[src/rtl/trx_req_queue.sv]
// trx_req_queue: AW/AR request FIFOs, DRAM burst chunking, write-beat
// credit gating and read/write arbitration for the RPC DRAM controller.
// Ports:
//   clk_i, rst_i                 clock, async active-high reset
//   aw_*_i / aw_ready_o          write request channel (byte addr, beats-1)
//   ar_*_i / ar_ready_o          read request channel (byte addr, beats-1)
//   w_push_i / w_credit_o        write beats entering SRAM / unreserved beats
//   aw_usage_o, ar_usage_o       address FIFO fill levels
//   trx_*                        one registered transaction to the command FSM

module trx_req_fifo #(
    parameter int Width = 8,
    parameter int Depth = 4,
    localparam int PtrW = $clog2(Depth),
    localparam int UsageW = PtrW + 1
) (
    input  logic              clk_i,
    input  logic              rst_i,
    input  logic              push_i,
    input  logic [Width-1:0]  data_i,
    input  logic              pop_i,
    output logic [Width-1:0]  data_o,
    output logic              empty_o,
    output logic              full_o,
    output logic [UsageW-1:0] usage_o
);
    logic [Width-1:0]  mem_q [Depth];
    logic [PtrW-1:0]   wr_q, wr_d;
    logic [PtrW-1:0]   rd_q, rd_d;
    logic [UsageW-1:0] cnt_q, cnt_d;

    always_comb begin
        wr_d  = wr_q;
        rd_d  = rd_q;
        cnt_d = cnt_q;
        if (push_i) wr_d = wr_q + PtrW'(1);
        if (pop_i)  rd_d = rd_q + PtrW'(1);
        if (push_i && !pop_i)      cnt_d = cnt_q + UsageW'(1);
        else if (!push_i && pop_i) cnt_d = cnt_q - UsageW'(1);
    end

    always_ff @(posedge clk_i or posedge rst_i) begin
        if (rst_i) begin
            wr_q  <= '0;
            rd_q  <= '0;
            cnt_q <= '0;
        end else begin
            wr_q  <= wr_d;
            rd_q  <= rd_d;
            cnt_q <= cnt_d;
        end
    end

    // Storage needs no reset: the counters define which entries are live.
    always_ff @(posedge clk_i) begin
        if (push_i) mem_q[wr_q] <= data_i;
    end

    assign data_o  = mem_q[rd_q];
    assign empty_o = (cnt_q == '0);
    assign full_o  = (cnt_q == UsageW'(Depth));
    assign usage_o = cnt_q;
endmodule

module trx_req_queue #(
    parameter int AxiAddrWidth  = 48,
    parameter int AxiLenWidth   = 8,
    parameter int DramAddrWidth = 20,
    parameter int DramLenWidth  = 6,
    parameter int DramDataWidth = 256,
    parameter int BufferDepth   = 4,
    parameter int DataBufBeats  = BufferDepth << DramLenWidth,
    parameter int ArbMode       = 0,
    parameter int StarveLimit   = 4,
    localparam int CreditW = $clog2(DataBufBeats) + 1,
    localparam int UsageW  = $clog2(BufferDepth) + 1
) (
    input  logic                     clk_i,
    input  logic                     rst_i,
    input  logic [AxiAddrWidth-1:0]  aw_addr_i,
    input  logic [AxiLenWidth-1:0]   aw_len_i,
    input  logic                     aw_valid_i,
    output logic                     aw_ready_o,
    input  logic [AxiAddrWidth-1:0]  ar_addr_i,
    input  logic [AxiLenWidth-1:0]   ar_len_i,
    input  logic                     ar_valid_i,
    output logic                     ar_ready_o,
    input  logic                     w_push_i,
    output logic [CreditW-1:0]       w_credit_o,
    output logic [UsageW-1:0]        aw_usage_o,
    output logic [UsageW-1:0]        ar_usage_o,
    output logic                     trx_valid_o,
    input  logic                     trx_ready_i,
    output logic                     trx_is_write_o,
    output logic [DramAddrWidth-1:0] trx_addr_o,
    output logic [DramLenWidth-1:0]  trx_len_o
);
    localparam int AlignPos = $clog2(DramDataWidth / 8);
    localparam int MaxBeats = 2 ** DramLenWidth;
    localparam int RemW     = AxiLenWidth + 1;
    localparam int BW       = (RemW > DramLenWidth + 1) ? RemW : DramLenWidth + 1;
    localparam int EntW     = DramAddrWidth + RemW;
    localparam int StW      = (StarveLimit > 0) ? $clog2(StarveLimit + 1) : 1;
    localparam logic [CreditW-1:0] CreditMax = CreditW'(DataBufBeats);

    typedef enum logic {IDLE, ISSUE} state_e;

    state_e                   state_q, state_d;
    logic [DramAddrWidth-1:0] addr_q, addr_d;
    logic [RemW-1:0]          rem_q, rem_d;
    logic [DramLenWidth-1:0]  len_q, len_d;
    logic                     wr_q, wr_d;
    logic [CreditW-1:0]       credit_q, credit_d;
    logic                     prefer_w_q, prefer_w_d;
    logic [StW-1:0]           starve_q, starve_d;

    logic [EntW-1:0] aw_ent, ar_ent, aw_head, ar_head, sel;
    logic            aw_empty, ar_empty, aw_full, ar_full;
    logic            aw_push, ar_push, aw_pop, ar_pop;
    logic            grant_w, hs, in_issue;
    logic [BW-1:0]   cb;

    // Chunk length for a given remaining beat count: min(rem, MaxBeats)-1.
    function automatic logic [DramLenWidth-1:0] chunk_len(
        input logic [RemW-1:0] beats
    );
        logic [BW-1:0] b;
        b = BW'(beats);
        if (b >= BW'(MaxBeats)) chunk_len = '1;
        else                    chunk_len = DramLenWidth'(b - BW'(1));
    endfunction

    assign aw_ent = {aw_addr_i[AlignPos +: DramAddrWidth],
                     RemW'(aw_len_i) + RemW'(1)};
    assign ar_ent = {ar_addr_i[AlignPos +: DramAddrWidth],
                     RemW'(ar_len_i) + RemW'(1)};

    // A pop from IDLE frees a slot in the same cycle, so a full FIFO
    // may still take a push then; pop depends only on registered state.
    assign aw_ready_o = !aw_full || aw_pop;
    assign ar_ready_o = !ar_full || ar_pop;
    assign aw_push    = aw_valid_i && aw_ready_o;
    assign ar_push    = ar_valid_i && ar_ready_o;

    trx_req_fifo #(.Width(EntW), .Depth(BufferDepth)) u_aw_fifo (
        .clk_i   (clk_i),
        .rst_i   (rst_i),
        .push_i  (aw_push),
        .data_i  (aw_ent),
        .pop_i   (aw_pop),
        .data_o  (aw_head),
        .empty_o (aw_empty),
        .full_o  (aw_full),
        .usage_o (aw_usage_o)
    );

    trx_req_fifo #(.Width(EntW), .Depth(BufferDepth)) u_ar_fifo (
        .clk_i   (clk_i),
        .rst_i   (rst_i),
        .push_i  (ar_push),
        .data_i  (ar_ent),
        .pop_i   (ar_pop),
        .data_o  (ar_head),
        .empty_o (ar_empty),
        .full_o  (ar_full),
        .usage_o (ar_usage_o)
    );

    assign in_issue    = (state_q == ISSUE);
    assign cb          = BW'(len_q) + BW'(1);
    assign trx_valid_o = in_issue && (!wr_q || credit_q >= CreditW'(cb));
    assign hs          = trx_valid_o && trx_ready_i;

    always_comb begin
        state_d    = state_q;
        addr_d     = addr_q;
        rem_d      = rem_q;
        len_d      = len_q;
        wr_d       = wr_q;
        prefer_w_d = prefer_w_q;
        starve_d   = starve_q;
        aw_pop     = 1'b0;
        ar_pop     = 1'b0;
        grant_w    = 1'b0;
        sel        = '0;
        unique case (state_q)
            IDLE: begin
                if (!aw_empty || !ar_empty) begin
                    if (!aw_empty && !ar_empty) begin
                        if (ArbMode == 0) grant_w = prefer_w_q;
                        else grant_w = (starve_q == StW'(StarveLimit));
                    end else begin
                        grant_w = !aw_empty;
                    end
                    aw_pop     = grant_w;
                    ar_pop     = !grant_w;
                    sel        = grant_w ? aw_head : ar_head;
                    addr_d     = sel[EntW-1 -: DramAddrWidth];
                    rem_d      = sel[RemW-1:0];
                    len_d      = chunk_len(sel[RemW-1:0]);
                    wr_d       = grant_w;
                    prefer_w_d = !grant_w;
                    if (grant_w)        starve_d = '0;
                    else if (!aw_empty) starve_d = starve_q + StW'(1);
                    state_d    = ISSUE;
                end
            end
            ISSUE: begin
                if (hs) begin
                    if (BW'(rem_q) > cb) begin
                        rem_d  = RemW'(BW'(rem_q) - cb);
                        addr_d = addr_q + DramAddrWidth'(MaxBeats);
                        len_d  = chunk_len(RemW'(BW'(rem_q) - cb));
                    end else begin
                        state_d = IDLE;
                    end
                end
            end
            default: state_d = IDLE;
        endcase
    end

    always_comb begin
        credit_d = credit_q;
        if (w_push_i)   credit_d = credit_d + CreditW'(1);
        if (hs && wr_q) credit_d = credit_d - CreditW'(cb);
    end

    always_ff @(posedge clk_i or posedge rst_i) begin
        if (rst_i) begin
            state_q    <= IDLE;
            addr_q     <= '0;
            rem_q      <= '0;
            len_q      <= '0;
            wr_q       <= 1'b0;
            credit_q   <= '0;
            prefer_w_q <= 1'b1;
            starve_q   <= '0;
        end else begin
            state_q    <= state_d;
            addr_q     <= addr_d;
            rem_q      <= rem_d;
            len_q      <= len_d;
            wr_q       <= wr_d;
            credit_q   <= credit_d;
            prefer_w_q <= prefer_w_d;
            starve_q   <= starve_d;
        end
    end

    assign w_credit_o     = credit_q;
    assign trx_is_write_o = in_issue && wr_q;
    assign trx_addr_o     = in_issue ? addr_q : '0;
    assign trx_len_o      = in_issue ? len_q : '0;

    // Upstream must never push a beat into a full write-data SRAM.
    a_credit_overflow: assert property (
        @(posedge clk_i) disable iff (rst_i)
        !(w_push_i && credit_q == CreditMax)
    );
endmodule

[config.mk]
export PLATFORM = sky130hd
export DESIGN_NAME = trx_req_queue
export DESIGN_NICKNAME = d
export VERILOG_FILES = /design/src/rtl/trx_req_queue.sv
export SDC_FILE = /design/constraint.sdc
export NUM_CORES = 1
export LEC_CHECK = 0
export ABC_AREA = 0
export CORE_UTILIZATION = 56
export DETAILED_ROUTE_END_ITERATION = 16
export GPL_ROUTABILITY_DRIVEN = 0
export HOLD_SLACK_MARGIN = 0.08
export PLACE_DENSITY = 0.8
export SETUP_SLACK_MARGIN = 0.15
export SYNTH_ARGS = -nofsm -noshare
export SYNTH_HDL_FRONTEND = slang
export SYNTH_SLANG_ARGS = --single-unit
[constraint.sdc]
create_clock -name clk_i -period 4.1 [get_ports clk_i]
set_clock_uncertainty 0.05 [all_clocks]
set_input_delay 0.41 -clock clk_i [delete_from_list [all_inputs] [get_ports clk_i]]
set_output_delay 0.41 -clock clk_i [all_outputs]
set_load 0.02 [all_outputs]
==> results.cfg, run 1 <==
[sta]
holdWs_ns = 0.317
fin_crit_sh = 0.883
finalSetupViolCount = 0
grt_setup_unrepaired = no
max_slew_margin = 0.437
max_freq_mhz = 276
slew_viol_final = 0
fin_crit_ns = 3.62
setup_tns_ns = 0
worst_slew_pin_slew_ns = 0.844
hold_viol = 0

[clock_tree]
post-cts-setup-buffer-count = 0
ctsLongestPathBuffers = 3
htreeDepth = 1
cts-root-buf = clkbuf_16
cts_hold_buf = 0
clk_pin_slew_ns = 0.06
insertion_delay_ns = 0.54
cts-buffers-inserted = 28
clock-sinks = 293
postCtsResizedCells = 0
cts_tree = done

[layout]
final_cell_mix = edfxtp_1, clkdlybuf4s50_1, mux4_2
drive_gt1_frac = 0.176
layout.nets = 1141
num_antenna_cells = 0
area_delta_synth_final_pct = 17.9
final_common_cell = edfxtp_1

[critical_path]
endpoint_kind = primary output
worstSetupStartpoint = len_q[0]$_DFFE_PP0P_
crit_required_ns = 3.64
worstPathMaxFanout = 5
critPathKind = reg -> out
cp_common_cell = ha_1
r2r_start = len_q[0]$_DFFE_PP0P_
arrival_ns = 3.16
crit_chain = ha_1 -> nand3_1 -> ha_1 -> nand2_1 -> nor4_1 -> nor2_1 -> a31oi_1 -> clkdlybuf4s50_1
cpMaxStageDelayCell = clkdlybuf4s50_1
start_kind = register
crit_path_max_incr_delay_ns = 0.63

[min_path]
hold_class = in -> async

[yosys]
ys_seq_area_frac = 0.633
syn_area_per_cell_um2 = 15.5
ys_async_sr_fraction = 0.208
ys_seq_elements = 293
synth_edf_count = 232
synthDistinctLibCells = 76
netlist_instances = 863
yosys_warnings = 0
synthesis.nets = 1012
synth-main-ff-cell = edfxtp_1
syn_area_mm2 = 0.0134

[placed_design]
port_buffers = 106
hpwl_mm = 18.4

[global_route]
grt_pass1_wl_mm = 42.8
antenna_found_initial = 0
grt_pass1_vias = 7853
grt_use_total = 0.230
grt_max_degree = 52
overflow = 0

[routing]
drtIter0Drc = 483
drcViolationCount = 0
dr.pass1.iters = 5
wirelength_mm = 27.4
routed-via-count = 7753
postRouteAntennaNets = 0
via_per_inst = 5.82
wl_per_cell_um = 20.6

[power]
powerDensity_mw_per_mm2 = 890
ir_worst_vdd_mv = 0.452
p_leak_nw = 5.66

[floorplan]
die_w_um = 157
coreArea_mm2 = 0.0235
num_io_pins = 163
dieArea_mm2 = 0.0246
start_util = 0.571
num_rows = 56
dieHeight_um = 157

[outcome]
status = finished clean

[flow_run]
maxCapViolations = 0
## final timing paths
check | slack, ns | depth (start not counted) | endpoint
max | 0.48 | 8 | trx_valid_o
max reg2reg | 0.67 | 12 | len_q[5]$_DFFE_PP0P_
min reg2reg | 0.47 | 1 | u_ar_fifo.usage_o[2]$_DFFE_PP0P_
min in group clk_i | 0.46 | 1 | u_aw_fifo.mem_q[1][14]$_DFFE_PP_
max in group asynchronous | 2.83 | 3 | addr_q[13]$_DFFE_PP0P_
min | 0.32 | 2 | w_credit_o[6]$_DFF_PP0_
## power breakdown
| group | internal [mW] | switching (mW) | leakage (nW) | total (mW) |
|---|---|---|---|---|
| combinational | 3.13 | 3.86 | 2.42 | 6.98 |
| clock | 1.44 | 1.06 | 0.426 | 2.50 |
| sequential | 4.05 | 0.541 | 2.81 | 4.59 |
| total | 8.62 | 5.46 | 5.66 | 14.1 |
## synthesized netlist by cell type (7+ instances only)
cell,n,area share
nor2_1,43,0.012
mux2i_1,27,0.020
clkbuf_1,14,0.0039
a21oi_1,40,0.015
nand4_1,9,0.0042
dfrtp_1,60,0.11
nand2_1,44,0.012
ha_1,27,0.025
buf_2,12,0.0045
mux4_2,58,0.097
nand3_1,19,0.0071
inv_1,31,0.0087
and2_1,21,0.0098
xnor2_1,35,0.023
mux2_2,13,0.011
edfxtp_1,232,0.52
o21ai_0,15,0.0056
o22ai_1,7,0.0033
xor2_1,24,0.016
and3_1,16,0.0075
## registers in the layout (all words and copies together) (netlist names)
name,cells
prefer_w_q,1
u_ar_fifo.mem_q,116
in_issue,1
u_aw_fifo.wr_q,2
rem_q,9
u_aw_fifo.mem_q,116
u_ar_fifo.usage_o,3
addr_q,20
u_aw_fifo.rd_q,2
u_ar_fifo.rd_q,2
u_aw_fifo.usage_o,3
len_q,6
wr_q,1
w_credit_o,9
u_ar_fifo.wr_q,2
## cell families after synthesis
family / synth area share
flip-flops: 0.633
AND/OR/NAND/NOR: 0.0776
AO/OA/AOI/OAI: 0.0532
multiplexers: 0.131
XOR/XNOR: 0.0464
buffers and inverters: 0.0225
adder cells (fa/ha/maj): 0.0358
## layout make-up
cell class                      instances  area (um2)
Sequential cell                       293        8500
Fill cell                            1570        7660
Multi-Input combinational cell        505        4630
Timing Repair Buffer                  133        1260
Clock buffer                           34         754
Tap cell                              319         399
Clock inverter                         18         153
Inverter                               31         116
## critical path, delay by kind of cell, from the launching register on
family	cells	cell delay (ns)
AO/OA/AOI/OAI	1	0.16
adder cells (fa/ha/maj)	2	0.74
buffers and inverters	1	0.63
flip-flops	1	0.42
AND/OR/NAND/NOR	4	0.68
## metal layers
layer / routed length [um] / vias to the layer above / part of all wire / GRT usage
met5: 0 / - / 0 / 0
met4: 449 / 0 / 0.016 / 0.0626
met3: 1450 / 40 / 0.053 / 0.0235
met2: 13800 / 277 / 0.50 / 0.389
met1: 11700 / 3875 / 0.43 / 0.321
li1: - / 3561 / - / -
## through the flow
stage	std cells	worst slack (ns)	utilization	power [mW]	cell area, um2
4_1_cts	1333	0.410	0.674	14.1	15800
3_3_place_gp	1281	0.465	0.635	11.4	14900
6_report	1333	0.480	0.674	14.1	15800
5_1_grt	1333	0.286	0.674	14.9	15800
2_1_floorplan	863	0.744	-	9.59	13400
3_5_place_dp	1281	0.421	0.635	11.6	14900
(Power assumes the default switching activity.)
==> run 2: changes to the inputs <==
--- a/config.mk
+++ b/config.mk
@@ -15,3 +15,4 @@
 export SYNTH_ARGS = -nofsm -noshare
 export SYNTH_HDL_FRONTEND = slang
 export SYNTH_SLANG_ARGS = --single-unit
+export TNS_END_PERCENT = 50
==> results of run 2 <==
Same layout as run 1: the final DEF is identical, and so are final timing and power.
